File: config.mk
export PLATFORM = sky130hd
export DESIGN_NAME = multi_ch_freq_serial_out_flat
export DESIGN_NICKNAME = d
export VERILOG_FILES = /design/src/rtl/multi_ch_freq_serial_out_if.sv /design/src/rtl/multi_ch_freq_serial_out.sv /design/src/flat_wrapper.sv
export SDC_FILE = /design/constraint.sdc
export NUM_CORES = 2
export LEC_CHECK = 0
export CORE_MARGIN = 2
export CORE_UTILIZATION = 45
export CTS_CLUSTER_SIZE = 10
export DETAILED_ROUTE_END_ITERATION = 16
export PLACE_DENSITY = 0.61
export SYNTH_ARGS = -nofsm -noshare
export SYNTH_HDL_FRONTEND = slang
export SYNTH_SLANG_ARGS = --single-unit
File: constraint.sdc
create_clock -name clk_i -period 7.5 [get_ports clk_i]
set_input_delay 1.5 -clock clk_i [delete_from_list [all_inputs] [get_ports clk_i]]
set_output_delay 1.5 -clock clk_i [all_outputs]
set_load 0.03 [all_outputs]
File: src/rtl/multi_ch_freq_serial_out_if.sv
// -----------------------------------------------------------------------------
// multi_ch_freq_serial_out_if
// Byte stream from a UART receiver into the pattern generator.
//   data_i         : received byte, valid only while rx_done_tick_i is high
//   rx_done_tick_i : one-cycle strobe marking a new byte
// Modports: master = byte source (UART/bench), slave = pattern generator.
// -----------------------------------------------------------------------------
interface multi_ch_freq_serial_out_if;
  logic [7:0] data_i;
  logic       rx_done_tick_i;

  modport master (output data_i, output rx_done_tick_i);
  modport slave  (input  data_i, input  rx_done_tick_i);
endinterface

File: src/rtl/multi_ch_freq_serial_out.sv
// -----------------------------------------------------------------------------
// multi_ch_freq_serial_out
// Receives byte packets and drives CH_NUM independent serial pattern outputs.
// Packet: DATA_BIT/8 pattern bytes, DATA_BIT/8 frequency bytes (LSB byte
// first), control {ch, idle, mode, cmd}, slow period, fast period.
// Optional build macro PKT_CHECKSUM_EN adds a trailing XOR checksum byte.
// Ports:
//   clk_i, rst_ni   : clock, synchronous active-low reset
//   rx_if (slave)   : data_i / rx_done_tick_i byte stream
//   serial_out_o    : per-channel pattern output (idle level when IDLE)
//   bit_tick_o      : pulse on the first cycle of every bit
//   done_tick_o     : pulse on the last cycle of the last bit
//   busy_o          : channel is in RUN
//   err_tick_o      : packet rejected or timed out
// -----------------------------------------------------------------------------
module multi_ch_freq_serial_out #(
  parameter int DATA_BIT    = 32,
  parameter int CH_NUM      = 16,
  parameter int TIMEOUT_CLK = 100000
) (
  input  logic                           clk_i,
  input  logic                           rst_ni,
  multi_ch_freq_serial_out_if.slave      rx_if,
  output logic [CH_NUM-1:0]              serial_out_o,
  output logic [CH_NUM-1:0]              bit_tick_o,
  output logic [CH_NUM-1:0]              done_tick_o,
  output logic [CH_NUM-1:0]              busy_o,
  output logic                           err_tick_o
);

  localparam int NB       = DATA_BIT / 8;
  localparam int PACK_NUM = 2 * NB + 3;
`ifdef PKT_CHECKSUM_EN
  localparam int PKT_LEN  = PACK_NUM + 1;
`else
  localparam int PKT_LEN  = PACK_NUM;
`endif
  localparam int CW = $clog2(PKT_LEN + 1);
  localparam int TW = $clog2(TIMEOUT_CLK + 1);
  localparam int IW = $clog2(DATA_BIT);

  localparam logic [CW-1:0] IDX_FREQ = CW'(NB);
  localparam logic [CW-1:0] IDX_CTRL = CW'(2 * NB);
  localparam logic [CW-1:0] IDX_SLOW = CW'(2 * NB + 1);
  localparam logic [CW-1:0] IDX_LAST = CW'(PKT_LEN - 1);
  localparam logic [TW-1:0] TO_LAST  = TW'(TIMEOUT_CLK - 1);
  localparam logic [IW-1:0] BIT_LAST = IW'(DATA_BIT - 1);

  typedef enum logic {ST_IDLE = 1'b0, ST_RUN = 1'b1} st_e;

  // A programmed period of 0 behaves as a one-clock bit.
  function automatic logic [7:0] eff_period(input logic [7:0] p);
    eff_period = (p == 8'd0) ? 8'd1 : p;
  endfunction

  // ---------------- packet parser ----------------
  logic [CW-1:0]       r_byte_cnt;
  logic [TW-1:0]       r_to_cnt;
  logic [DATA_BIT-1:0] r_pat_buf;
  logic [DATA_BIT-1:0] r_freq_buf;
  logic [7:0]          r_ctrl;
  logic [7:0]          r_slow;
  logic                r_err;
  logic [DATA_BIT+7:0] w_pat_shift;
  logic [DATA_BIT+7:0] w_freq_shift;
  logic [7:0]          w_fast;
  logic                w_sum_ok;
  logic                w_last;
  logic                w_valid;
  logic                w_load;
  logic                w_stop;
  logic [3:0]          w_cmd_ch;
  logic [1:0]          w_cmd;

`ifdef PKT_CHECKSUM_EN
  logic [7:0] r_fast;
  logic [7:0] r_xor;
  assign w_fast   = r_fast;
  assign w_sum_ok = (rx_if.data_i == r_xor);
`else
  assign w_fast   = rx_if.data_i;
  assign w_sum_ok = 1'b1;
`endif

  // Bytes arrive LSB first, so shifting each new byte in from the top leaves
  // the first byte in the least significant position once all have arrived.
  assign w_pat_shift  = {rx_if.data_i, r_pat_buf}  >> 8;
  assign w_freq_shift = {rx_if.data_i, r_freq_buf} >> 8;

  assign w_cmd_ch = r_ctrl[7:4];
  assign w_cmd    = r_ctrl[1:0];
  assign w_last   = rx_if.rx_done_tick_i && (r_byte_cnt == IDX_LAST);
  assign w_valid  = ((w_cmd == 2'b01) || (w_cmd == 2'b10)) &&
                    (32'(w_cmd_ch) < CH_NUM) && w_sum_ok;
  assign w_load   = w_last && w_valid && (w_cmd == 2'b01);
  assign w_stop   = w_last && w_valid && (w_cmd == 2'b10);

  // Byte counting, field capture, inter-byte timeout and error pulse.
  always_ff @(posedge clk_i) begin
    if (!rst_ni) begin
      r_byte_cnt <= '0;
      r_to_cnt   <= '0;
      r_pat_buf  <= '0;
      r_freq_buf <= '0;
      r_ctrl     <= 8'h00;
      r_slow     <= 8'h00;
      r_err      <= 1'b0;
`ifdef PKT_CHECKSUM_EN
      r_fast     <= 8'h00;
      r_xor      <= 8'h00;
`endif
    end else begin
      r_err <= 1'b0;
      if (rx_if.rx_done_tick_i) begin
        r_to_cnt <= '0;
        if (w_last) begin
          r_byte_cnt <= '0;
          r_err      <= ~w_valid;
        end else begin
          r_byte_cnt <= r_byte_cnt + CW'(1);
        end
`ifdef PKT_CHECKSUM_EN
        r_xor <= w_last ? 8'h00 : (r_xor ^ rx_if.data_i);
`endif
        if (r_byte_cnt < IDX_FREQ) begin
          r_pat_buf <= w_pat_shift[DATA_BIT-1:0];
        end else if (r_byte_cnt < IDX_CTRL) begin
          r_freq_buf <= w_freq_shift[DATA_BIT-1:0];
        end else if (r_byte_cnt == IDX_CTRL) begin
          r_ctrl <= rx_if.data_i;
        end else if (r_byte_cnt == IDX_SLOW) begin
          r_slow <= rx_if.data_i;
`ifdef PKT_CHECKSUM_EN
        end else if (r_byte_cnt == IDX_SLOW + CW'(1)) begin
          r_fast <= rx_if.data_i;
`endif
        end
      end else if (r_byte_cnt != '0) begin
        // Mid-packet silence: abandon the packet after TIMEOUT_CLK clocks.
        if (r_to_cnt == TO_LAST) begin
          r_to_cnt   <= '0;
          r_byte_cnt <= '0;
          r_err      <= 1'b1;
`ifdef PKT_CHECKSUM_EN
          r_xor      <= 8'h00;
`endif
        end else begin
          r_to_cnt <= r_to_cnt + TW'(1);
        end
      end else begin
        r_to_cnt <= '0;
      end
    end
  end

  assign err_tick_o = r_err;

  // ---------------- per-channel engines ----------------
  for (genvar g = 0; g < CH_NUM; g++) begin : g_ch
    st_e                 r_state, w_state_nx;
    logic [DATA_BIT-1:0] r_pat, w_pat_nx, r_freq, w_freq_nx;
    logic [7:0]          r_slow_p, w_slow_nx, r_fast_p, w_fast_nx;
    logic [7:0]          r_cnt, w_cnt_nx, w_per_cur, w_per_nx;
    logic [IW-1:0]       r_idx, w_idx_nx;
    logic                r_idle, w_idle_nx, r_mode, w_mode_nx, w_sel, w_run_nx;
    logic                r_serial, r_bit_tick, r_done, r_busy;

    assign w_sel     = (w_cmd_ch == 4'(g));
    assign w_per_cur = eff_period(r_freq[r_idx] ? r_fast_p : r_slow_p);
    assign w_per_nx  = eff_period(w_freq_nx[w_idx_nx] ? w_fast_nx : w_slow_nx);
    assign w_run_nx  = (w_state_nx == ST_RUN);

    // Next-state: commands first (load preempts a run), then bit sequencing.
    always_comb begin
      w_state_nx = r_state;
      w_pat_nx   = r_pat;
      w_freq_nx  = r_freq;
      w_slow_nx  = r_slow_p;
      w_fast_nx  = r_fast_p;
      w_idle_nx  = r_idle;
      w_mode_nx  = r_mode;
      w_idx_nx   = r_idx;
      w_cnt_nx   = r_cnt;
      if (w_load && w_sel) begin
        w_state_nx = ST_RUN;
        w_pat_nx   = r_pat_buf;
        w_freq_nx  = r_freq_buf;
        w_slow_nx  = r_slow;
        w_fast_nx  = w_fast;
        w_idle_nx  = r_ctrl[3];
        w_mode_nx  = r_ctrl[2];
        w_idx_nx   = '0;
        w_cnt_nx   = 8'd0;
      end else if (w_stop && w_sel) begin
        w_state_nx = ST_IDLE;
        w_idle_nx  = r_ctrl[3];
      end else if (r_state == ST_RUN) begin
        if (r_cnt == w_per_cur - 8'd1) begin
          w_cnt_nx = 8'd0;
          if (r_idx == BIT_LAST) begin
            w_idx_nx = '0;
            if (r_mode) begin
              w_state_nx = ST_RUN;
            end else begin
              w_state_nx = ST_IDLE;
            end
          end else begin
            w_idx_nx = r_idx + IW'(1);
          end
        end else begin
          w_cnt_nx = r_cnt + 8'd1;
        end
      end else begin
        w_state_nx = ST_IDLE;
      end
    end

    // State registers; outputs are derived from next state so they line up
    // with the cycle they describe.
    always_ff @(posedge clk_i) begin
      if (!rst_ni) begin
        r_state    <= ST_IDLE;
        r_pat      <= '0;
        r_freq     <= '0;
        r_slow_p   <= 8'h00;
        r_fast_p   <= 8'h00;
        r_idle     <= 1'b0;
        r_mode     <= 1'b0;
        r_idx      <= '0;
        r_cnt      <= 8'd0;
        r_serial   <= 1'b0;
        r_bit_tick <= 1'b0;
        r_done     <= 1'b0;
        r_busy     <= 1'b0;
      end else begin
        r_state    <= w_state_nx;
        r_pat      <= w_pat_nx;
        r_freq     <= w_freq_nx;
        r_slow_p   <= w_slow_nx;
        r_fast_p   <= w_fast_nx;
        r_idle     <= w_idle_nx;
        r_mode     <= w_mode_nx;
        r_idx      <= w_idx_nx;
        r_cnt      <= w_cnt_nx;
        r_serial   <= w_run_nx ? w_pat_nx[w_idx_nx] : w_idle_nx;
        r_bit_tick <= w_run_nx && (w_cnt_nx == 8'd0);
        r_done     <= w_run_nx && (w_idx_nx == BIT_LAST) &&
                      (w_cnt_nx == w_per_nx - 8'd1);
        r_busy     <= w_run_nx;
      end
    end

    assign serial_out_o[g] = r_serial;
    assign bit_tick_o[g]   = r_bit_tick;
    assign done_tick_o[g]  = r_done;
    assign busy_o[g]       = r_busy;
  end

endmodule

File: src/flat_wrapper.sv
// flat-port wrapper written by rule: the top's interface ports become plain ports
module multi_ch_freq_serial_out_flat 
#(
  parameter int DATA_BIT    = 32,
  parameter int CH_NUM      = 16,
  parameter int TIMEOUT_CLK = 100000
)
  (clk_i, rst_ni, serial_out_o, bit_tick_o, done_tick_o, busy_o, err_tick_o, rx_if_data_i, rx_if_rx_done_tick_i);
  multi_ch_freq_serial_out_if rx_if_i ();
  input  logic clk_i;
  input  logic rst_ni;
  output logic [CH_NUM-1:0] serial_out_o;
  output logic [CH_NUM-1:0] bit_tick_o;
  output logic [CH_NUM-1:0] done_tick_o;
  output logic [CH_NUM-1:0] busy_o;
  output logic err_tick_o;
  input wire logic [$bits(rx_if_i.data_i)-1:0] rx_if_data_i;
  input wire logic [$bits(rx_if_i.rx_done_tick_i)-1:0] rx_if_rx_done_tick_i;
  assign rx_if_i.data_i = rx_if_data_i;
  assign rx_if_i.rx_done_tick_i = rx_if_rx_done_tick_i;
  multi_ch_freq_serial_out #(.DATA_BIT(DATA_BIT), .CH_NUM(CH_NUM), .TIMEOUT_CLK(TIMEOUT_CLK)) u_core (.clk_i(clk_i), .rst_ni(rst_ni), .rx_if(rx_if_i), .serial_out_o(serial_out_o), .bit_tick_o(bit_tick_o), .done_tick_o(done_tick_o), .busy_o(busy_o), .err_tick_o(err_tick_o));
endmodule
==> results.json <==
{
  "place_area_um2": 109800,
  "cts_root_buf": "clkbuf_16",
  "path_depth_of_the_worst_reg2reg_path": 36,
  "numClockSinks": 1686,
  "crit_type": "reg -> reg",
  "routed_wirelength_um": 416200,
  "maxCapViolations": 1,
  "global_route_wire_length_before_repair_um": 611800,
  "postSynthRegisterBits": 1686,
  "crit_path_start_kind": "flip-flop",
  "standard_cell_rows": 173,
  "net_count_reported_at_finish": 13981,
  "synth-seq-area-share": 0.3360,
  "syn_area_per_cell_um2": 7.462,
  "synth_area_leader_cell": "dfxtp_1",
  "final_layout_size_suffix_gt1_frac": 0.1667,
  "detailroute.via_count": 103989,
  "ys_top_cells_by_count": "3480 x nand2_1, 1738 x a21oi_1, 1686 x dfxtp_1, 836 x nor2_1, 798 x clkbuf_1",
  "netlist-cell-type-count": 135,
  "setup.worst_path.start": "u_core.g_ch[0].r_idx[1]",
  "power-per-cell-area_nw_per_um2": 158.7,
  "crit_arrival_ns": 8.23,
  "detailedPlacementHpwl_um": 283500,
  "worst_setup_hold_path_clk_slew_ns": 0.06,
  "status": "complete, but fails checks",
  "synth_enable_flop_cells": 0,
  "ys_dominant_reg_cell": "dfxtp_1",
  "floorplan.initialDensity": 0.4523,
  "failed_checks": "capacitance limit, setup timing",
  "crit_fanout": 7,
  "grt_overflow_total": 0,
  "p_leak_uw": 0.04299,
  "clock-skew-final_ns": 0.03829,
  "grt_start_max_net_pins": 197,
  "grt_use_total": 0.3478,
  "synth_nets": 13559,
  "core_footprint_um2": 222100,
  "synth_adder_area_share": 0.01084,
  "min_period_over_period": 1.000,
  "worst-r2r-setup-slack_ns": -0.002,
  "preCtsSetupSlack_ns": -0.3936,
  "port_buffers": 75,
  "num_io_pins": 76,
  "post_synth_and_or_nand_nor_area_fraction": 0.2626,
  "overall_die_area_um2": 227000,
  "yosys_warnings": 0,
  "cell_types_occupying_the_most_area_after_synthesis": "dfxtp_1 34%, nand2_1 13%, a21oi_1 8.7%, mux2i_1 5.4%, nor2_1 3.1%",
  "critical-path-max-stage-delay_ns": 0.49,
  "slew_headroom": 0.009038,
  "tightest_slew_ns": 1.481,
  "vdd_drop_max_mv": 0.2448,
  "critical_path_required_ns": 8.22,
  "timing.critical_path.slowest_stage_cell": "or4b_4",
  "synth_most_common_cell": "nand2_1",
  "ant_nets": 0,
  "synth_compound_area_frac": 0.1973,
  "tns_ns": -0.002071,
  "cts_max_level": 4,
  "nFillCells": 21156,
  "finalWorstPathRequiredPeriod_ns": 7.502,
  "rsz0062_at_grt": "true",
  "final_critical_path_setup_slack_ns": -0.002071,
  "final_standard_cell_area_without_fillers_um2": 118000,
  "holdWs_ns": 0.4493,
  "report.final.setup_viol": 1,
  "routedWlPerCell_um": 24.56,
  "via_count_of_the_first_global_routing_pass": 95929,
  "initial_antenna_violation_count": 27,
  "totalPowerFinal_uw": 18720,
  "crit_end": "u_core.g_ch[0].r_done",
  "drt_iter0_markers": 12376,
  "critical_path.reg2reg.startpoint": "u_core.g_ch[0].r_idx[1]",
  "route.detailed.drc": 0,
  "worstSetupEndpointType": "flip-flop",
  "post_synth_xor_area_fraction": 0.02886,
  "synth_largest_type_area_fraction": 0.3360,
  "crit_reg_reg_endpoint": "u_core.g_ch[0].r_done",
  "area_overhead_vs_synth_pct": 17.42,
  "tritoncts_clock_tree": "yes",
  "synth-async-reset-ratio": 0,
  "synth.area.mux_share": 0.1090,
  "cts_inserted_buffers": 200,
  "syn_area_um2": 100500,
  "hold_wc_path_type": "reg -> reg",
  "vias_per_cell": 6.135,
  "drv_slew": 0,
  "die_x_um": 476.5,
  "syn-instance-count": 13461,
  "hold_viol_final": 0,
  "worst_skew_pair.late_latency_ns": 0.88,
  "first_pass_iters": 6,
  "fmax_mhz": 133.3,
  "main_combinational_cell_family_by_area_after_synthesis": "simple AND/OR/NAND/NOR gates",
  "clock_tree.buffer_depth": 3,
  "dieHeight_um": 476.5,
  "gp_congestion": 0.9754
}
## stage by stage
| step | std cells | util |
|---|---|---|
| CTS | 16882 | 0.5231 |
| global placement | 16579 | 0.4944 |
| floorplan | 13461 | - |
| global route | 16949 | 0.5311 |
| detailed placement | 16579 | 0.4944 |
| finish | 16951 | 0.5311 |
## per-layer routing
| metal | vias to the layer above | wire, um | GRT usage |
|---|---|---|---|
| met1 | 50309 | 172000 | 0.4617 |
| met3 | 966 | 38210 | 0.06710 |
| met2 | 4793 | 180900 | 0.5324 |
| met4 | 6 | 25060 | 0.1862 |
| met5 | - | 43 | 0 |
| li1 | 47915 | - | - |
## report_power, final
group | switching, uW | internal, uW
Sequential | 25.2 | 8960
Combinational | 331 | 41.7
Clock | 4030 | 5330
Total | 4390 | 14300
## cell families after synthesis
kind of cell / count (synthesis)
compound gates: 3238
xor+xnor: 320
fa+ha+maj: 87
buf+inv: 1290
flops: 1686
mux: 886
simple gates: 5954
## critical path, delay by kind of cell (launching register included)
family / cells / cell delay, ns
AO/OA/AOI/OAI: 14 / 3.07
adder cells (fa/ha/maj): 2 / 0.35
AND/OR/NAND/NOR: 13 / 2.59
XOR/XNOR: 1 / 0.15
flip-flops: 1 / 0.36
buffers and inverters: 6 / 0.85
## worst min-delay path by stage
| stage | from | to | slack [ns] | depth (start not counted) |
|---|---|---|---|---|
| after floorplan | u_core.g_ch[0].r_mode | u_core.g_ch[0].r_mode | 0.43 | 2 |
| after global placement | u_core.g_ch[12].r_pat[12] | u_core.g_ch[12].r_pat[12] | 0.44 | 2 |
| after detailed placement | u_core.g_ch[14].r_mode | u_core.g_ch[14].r_mode | 0.44 | 2 |
| after CTS | u_core.g_ch[14].r_mode | u_core.g_ch[14].r_mode | 0.45 | 2 |
| after global routing | u_core.g_ch[12].r_pat[3] | u_core.g_ch[12].r_pat[3] | 0.46 | 2 |
| final | u_core.g_ch[15].r_pat[27] | u_core.g_ch[15].r_pat[27] | 0.45 | 2 |
## cell type report
class / count / area [um2] / area share
flip-flops and latches: 1686 / 33860 / 0.2871
repair buffers: 1345 / 10900 / 0.09241
clock buffers: 258 / 5464 / 0.04632
well taps: 2975 / 3722 / 0.03156
clock inverters: 33 / 576.8 / 0.004890
multi-input cells: 10486 / 62800 / 0.5324
diodes: 4 / 10.01 / 0.00008486
inverters: 164 / 623.1 / 0.005283
## state kept, by name, indices dropped and copies added, names as in the netlist
| register | count |
|---|---|
| u_core.g_ch.r_serial | 16 |
| u_core.g_ch.r_idle | 16 |
| u_core.r_to_cnt | 17 |
| u_core.r_pat_buf | 32 |
| u_core.g_ch.r_slow_p | 128 |
| u_core.g_ch.r_busy | 1 |
| u_core.r_byte_cnt | 4 |
| u_core.g_ch.r_freq | 512 |
| u_core.r_ctrl | 8 |
| u_core.r_slow | 8 |
| u_core.g_ch.r_mode | 16 |
| u_core.g_ch.r_pat | 512 |
| u_core.g_ch.r_fast_p | 128 |
| u_core.g_ch.r_state | 15 |
| u_core.g_ch.r_done | 16 |
| u_core.err_tick_o | 1 |
| u_core.g_ch.r_idx | 80 |
| u_core.g_ch.r_cnt | 128 |
| u_core.g_ch.r_bit_tick | 16 |
| u_core.r_freq_buf | 32 |
## repair_timing
action                     in CTS  in global routing
hold buffers                    0                  0
pin swaps                      12                 78
gates resized for setup        49                296
gates cloned                    1                  3
setup buffers                  11                 62
setup endpoints to repair      12                 16
## placed cells by master (no fill, tap or decap), types with 36 or more instances in the layout
cell	count
clkdlybuf4s50_1	66
nor4_1	123
o21a_1	42
a21oi_1	1726
o21ai_1	36
dfxtp_2	52
nor3_1	328
inv_1	160
and2_1	110
a211oi_1	107
mux4_2	132
nand3_1	251
mux2i_1	523
or2_2	44
nand3b_1	42
nand2b_1	85
a21boi_0	52
nor2_1	806
o211ai_1	114
buf_12	42
nor2b_1	93
xnor2_1	189
o21ai_0	326
a31oi_1	123
o22ai_1	43
clkbuf_16	202
buf_4	1206
xor2_1	120
nand2_1	3457
or3_1	66
a21o_1	45
dfxtp_1	1623
ha_1	79
o221ai_1	46
and3_1	97
nand4_1	109
mux2_2	176
No activity file was read; power rests on OpenSTA's default activity.
